File: config.mk
export PLATFORM = sky130hd
export DESIGN_NAME = dmem_req_ctrl
export DESIGN_NICKNAME = d
export VERILOG_FILES = /design/src/rtl/dmem_req_ctrl.sv
export SDC_FILE = /design/constraint.sdc
export NUM_CORES = 1
export LEC_CHECK = 0
export CORE_MARGIN = 2
export CORE_UTILIZATION = 42
export DETAILED_ROUTE_END_ITERATION = 10
export GPL_TIMING_DRIVEN = 1
export PLACE_DENSITY = 0.8
export SLEW_MARGIN = 20
export SYNTH_ARGS = -nofsm -noshare
export SYNTH_HDL_FRONTEND = slang
export SYNTH_SLANG_ARGS = --single-unit
File: constraint.sdc
create_clock -name clk -period 1.9 [get_ports clk]
set_clock_uncertainty 0.05 [all_clocks]
set_input_delay 0.19 -clock clk [delete_from_list [all_inputs] [get_ports clk]]
set_output_delay 0.19 -clock clk [all_outputs]
set_load 0.01 [all_outputs]
File: src/rtl/dmem_req_ctrl.sv
// Data-memory request sequencer: LW/LBU/SW/SB over the valid/yumi handshake, with pipeline stall and misalign detect.
// Optional `DMEM_TIMEOUT_EN aborts a request that sits in REQ_SENT/REQ_ACKED for TIMEOUT_CYCLES cycles.
module dmem_req_ctrl #(
  parameter int ADDR_W         = 12,
  parameter int TIMEOUT_CYCLES = 255
) (
  input  logic              clk,
  input  logic              reset,
  input  logic              req_valid_i,
  input  logic              req_wen_i,
  input  logic              req_byte_i,
  input  logic [ADDR_W-1:0] req_addr_i,
  input  logic [31:0]       req_wdata_i,
  output logic              stall_o,
  output logic              done_o,
  output logic [31:0]       rdata_o,
  output logic              err_o,
  output logic [ADDR_W-1:0] mem_addr_o,
  output logic [35:0]       to_mem_o,
  input  logic [33:0]       from_mem_i
);
  typedef enum logic [1:0] {DMEM_IDLE, DMEM_REQ_SENT, DMEM_REQ_ACKED} dmemReqState_t;

  typedef struct packed {
    logic [31:0] writeData;
    logic        valid;
    logic        wen;
    logic        byteNotWord;
    logic        yumi;
  } memIn_t;

  typedef struct packed {
    logic [31:0] readData;
    logic        valid;
    logic        yumi;
  } memOut_t;

  dmemReqState_t     state;
  logic [ADDR_W-1:0] addrR;
  logic              wenR, byteR;
  logic [31:0]       wdataR, rdataR;
  memOut_t           fromMem;
  memIn_t            toMem;
  logic              misalign, misDone, loadDone, storeDone, timeoutHit, doneNow;
  logic [7:0]        readByte;
  logic [31:0]       rdataNext;

  assign fromMem = from_mem_i;

`ifdef DMEM_TIMEOUT_EN
  localparam int CW = $clog2(TIMEOUT_CYCLES + 1);
  logic [CW-1:0] cnt;

  // Cleared on entry to REQ_SENT, so the abort lands exactly TIMEOUT_CYCLES after the request goes out.
  always_ff @(posedge clk) begin
    if (reset || state == DMEM_IDLE) cnt <= '0;
    else if (cnt != CW'(TIMEOUT_CYCLES)) cnt <= cnt + 1'b1;
  end

  assign timeoutHit = (state != DMEM_IDLE) && (cnt == CW'(TIMEOUT_CYCLES));
`else
  assign timeoutHit = 1'b0;
`endif

  assign misalign  = req_valid_i & ~req_byte_i & (req_addr_i[1:0] != 2'b00);
  assign misDone   = (state == DMEM_IDLE) & misalign;
  assign loadDone  = ~timeoutHit & ~wenR & fromMem.valid &
                     (((state == DMEM_REQ_SENT) & fromMem.yumi) | (state == DMEM_REQ_ACKED));
  assign storeDone = ~timeoutHit & wenR & (state == DMEM_REQ_SENT) & fromMem.yumi;
  assign doneNow   = ~reset & (loadDone | storeDone | misDone | timeoutHit);

  assign readByte  = fromMem.readData[{addrR[1:0], 3'b000} +: 8];
  assign rdataNext = loadDone ? (byteR ? {24'b0, readByte} : fromMem.readData) : 32'b0;

  always_comb begin
    toMem             = '0;
    toMem.writeData   = wdataR;
    toMem.valid       = (state == DMEM_REQ_SENT) & ~timeoutHit;
    toMem.wen         = wenR;
    toMem.byteNotWord = byteR;
    toMem.yumi        = ~reset & loadDone;
  end

  assign to_mem_o   = toMem;
  assign mem_addr_o = addrR;
  assign stall_o    = req_valid_i & ~done_o;
  assign done_o     = doneNow;
  assign err_o      = ~reset & (misDone | timeoutHit);
  // Completion value is visible during done_o and then held by the register.
  assign rdata_o    = doneNow ? rdataNext : rdataR;

  always_ff @(posedge clk) begin
    if (reset) begin
      state  <= DMEM_IDLE;
      addrR  <= '0;
      wenR   <= 1'b0;
      byteR  <= 1'b0;
      wdataR <= '0;
      rdataR <= '0;
    end else begin
      if (doneNow) rdataR <= rdataNext;
      case (state)
        DMEM_IDLE: begin
          if (req_valid_i && !misalign) begin
            addrR  <= req_addr_i;
            wenR   <= req_wen_i;
            byteR  <= req_byte_i;
            wdataR <= req_byte_i ? {4{req_wdata_i[7:0]}} : req_wdata_i;
            state  <= DMEM_REQ_SENT;
          end
        end
        DMEM_REQ_SENT: begin
          if (timeoutHit) state <= DMEM_IDLE;
          else if (fromMem.yumi) state <= (wenR || fromMem.valid) ? DMEM_IDLE : DMEM_REQ_ACKED;
        end
        DMEM_REQ_ACKED: begin
          if (timeoutHit || fromMem.valid) state <= DMEM_IDLE;
        end
        default: state <= DMEM_IDLE;
      endcase
    end
  end
endmodule
==> results.ini <==
[outcome]
status=finished, violations left
violations=setup timing

[floorplan]
die_w_um=98.8
core_sq_um=8720
floorplan.initialDensity=0.433
io_pins=166
dieArea_sq_um=9770
die_y_um=98.8
rows=34

[cts]
cts_max_path_buffers=2
clk_latency_ns=0.35
cts_buffers=9
tritoncts=done
htreeDepth=3
ctsHoldBuffers=0
cts_sinks=80
clk_transition_reported_paths_ns=0.08
cts-root-buf=clkbuf_8

[layout]
nNetsFinal=691
final_cells=721
drive_above_1_share=0.321
syn_to_final_growth_pct=70.4
antenna_cells=0

[timing]
min_period_ns=2.41
relSlewSlack=0.601
setup_viol=40
min_period_over_period=1.27
rsz0062_at_grt=yes
worst_pin_slew_ns=0.597
drv_slew=0
tns_ns=-15.07
max_freq_mhz=415
finalHoldViolations=0
final.setup.worst_slack_ns=-0.507

[critical_path]
path_cells=nand2b_1 -> buf_4 -> a211o_1 -> buf_12 -> nor2_8 -> buf_12 -> clkbuf_16 -> a22o_1 -> buf_2
endpoint_kind=output pin
slowest_delay_ns=0.34
start_kind=register
crit_arrival_ns=2.17
critPathMostFrequentCell=buf_12
crit_fanout=6
cp_slowest_cell=dfxtp_2
critPathRequiredTime_ns=1.66
cp.buffers_inverters=5
critPathTopFamily=buffers and inverters
critPathKind=reg2out

[hold_path]
min-delay-path-class=in2reg

[synth]
synth.distinct_cells=30
yosysTopAreaCellShare=0.424
synthCells=378
syn_nets=461
syn_area_sq_um=3780
yosys_register_bits=80
post-synth-top-count-cell=dfxtp_1
synth.avg_cell_area_sq_um=9.99
synthFlopType=dfxtp_1
netlist_top_cells_count=80 x dfxtp_1, 48 x a22o_1, 46 x nand2_1
ys_async_sr_fraction=0
ys_top_cells_by_area=dfxtp_1 42%, a22o_1 11%, a211oi_2 7.9%
ys_seq_area_frac=0.424
synth_top_area_cell=dfxtp_1
synth_warnings=0
synth_edf_count=0

[grt]
antenna_found_initial=0
grt_overflow=0
grt_pass1_vias=4073
grt_first_pass_wirelength_um=21300
grt_max_degree=45
grt_usage=0.274

[power]
peakVddDrop_mv=0.511
cellPowerDensity_nw_per_um2=663
p_leak_nw=2.76

[detailed_routing]
routed-via-count=4125
dr.pass1.iters=4
ant_nets=0
routed_wl_um=14600
drt_iter0_markers=201
remaining_drc_errors=0
wl_per_cell_um=20.3
drt-vias-per-instance=5.72

[place]
dp.cells=668
pre_cts_ws_ns=-1.06
gp_congestion=0.865
port_buffers=165
detailed_place_hpwl_um=8550

[run]
cap_viol_max_count=0

power by group:
| part | internal [mW] | switching, mW |
|---|---|---|
| clock | 0.743 | 0.662 |
| sequential | 1.76 | 0.0482 |
| combinational | 0.567 | 0.484 |
| total | 3.07 | 1.19 |
layout by cell type, fill, tap and decap left out, types with 6 or more instances in the layout:
master	count
a21o_1	16
dfxtp_1	77
o22ai_1	16
nor2_1	26
mux2_2	8
buf_12	10
mux2i_1	24
nand2_1	46
a211oi_2	27
nor3_4	6
a21oi_1	23
buf_6	16
clkbuf_8	9
clkdlybuf4s50_1	128
a22o_1	48
buf_2	31
buf_4	61
sequential cells by signal, summed over array words and instances, names as in the netlist:
name        count
byteR           1
mem_addr_o     12
rdataR         32
state           2
wdataR         32
wenR            1
logic make-up (layout without fill, tap and decap cells):
kind of cell | count (synthesis) | count (layout) | share of synthesized area
compound gates | 139 | 139 | 0.304
simple gates | 88 | 90 | 0.107
flops | 80 | 80 | 0.424
buf+inv | 39 | 272 | 0.0772
mux | 32 | 32 | 0.0874
layer usage:
| layer | part of all wire | vias to the layer above | global-route usage |
|---|---|---|---|
| met2 | 0.47 | 261 | 0.459 |
| met4 | 0.047 | 0 | 0.100 |
| met3 | 0.11 | 61 | 0.104 |
| li1 | - | 1849 | - |
| met1 | 0.37 | 1954 | 0.318 |
| met5 | 0 | - | 0 |
worst reg2reg max path, delay by kind of cell (launching register included):
kind / cells / cell delay, ns
AND/OR/NAND/NOR: 1 / 0.17
flip-flops: 1 / 0.34
buffers and inverters: 5 / 0.71
AO/OA/AOI/OAI: 3 / 0.63
metrics by stage:
stage	hold slack, ns	power [mW]	instance area [sq um]	utilization
2_1_floorplan	0.217	2.27	3780	-
3_3_place_gp	0.383	2.76	5760	0.660
3_5_place_dp	0.390	2.79	5760	0.660
4_1_cts	0.179	4.20	6250	0.716
5_1_grt	0.215	4.42	6430	0.738
6_report	0.213	4.26	6430	0.738
repair_timing:
action | CTS | global route
endpoints found under the hold margin | 0 | 0
gates cloned | 5 | 3
setup endpoints to repair | 68 | 68
buffers inserted | 21 | 11
resized for setup | 177 | 15
pin swaps | 22 | 18
final timing paths:
check	from	endpoint	slack (ns)	cells after the start
worst max-delay path	state[0]	rdata_o[19]	-0.51	9
worst min register to register	wdataR[1]	wdataR[1]	0.41	2
worst max register to register	state[0]	rdataR[4]	-0.03	9
worst min-delay path	reset	state[1]	0.21	3
layout make-up:
cell class / count / area (sq um)
clock buffers: 9 / 124
clock inverters: 7 / 96.3
fillers: 609 / 2290
inverters: 3 / 11.3
multi-input cells: 261 / 2040
flip-flops and latches: 80 / 1610
well taps: 108 / 135
repair buffers: 253 / 2420
Power figures use the tool's default switching activity.
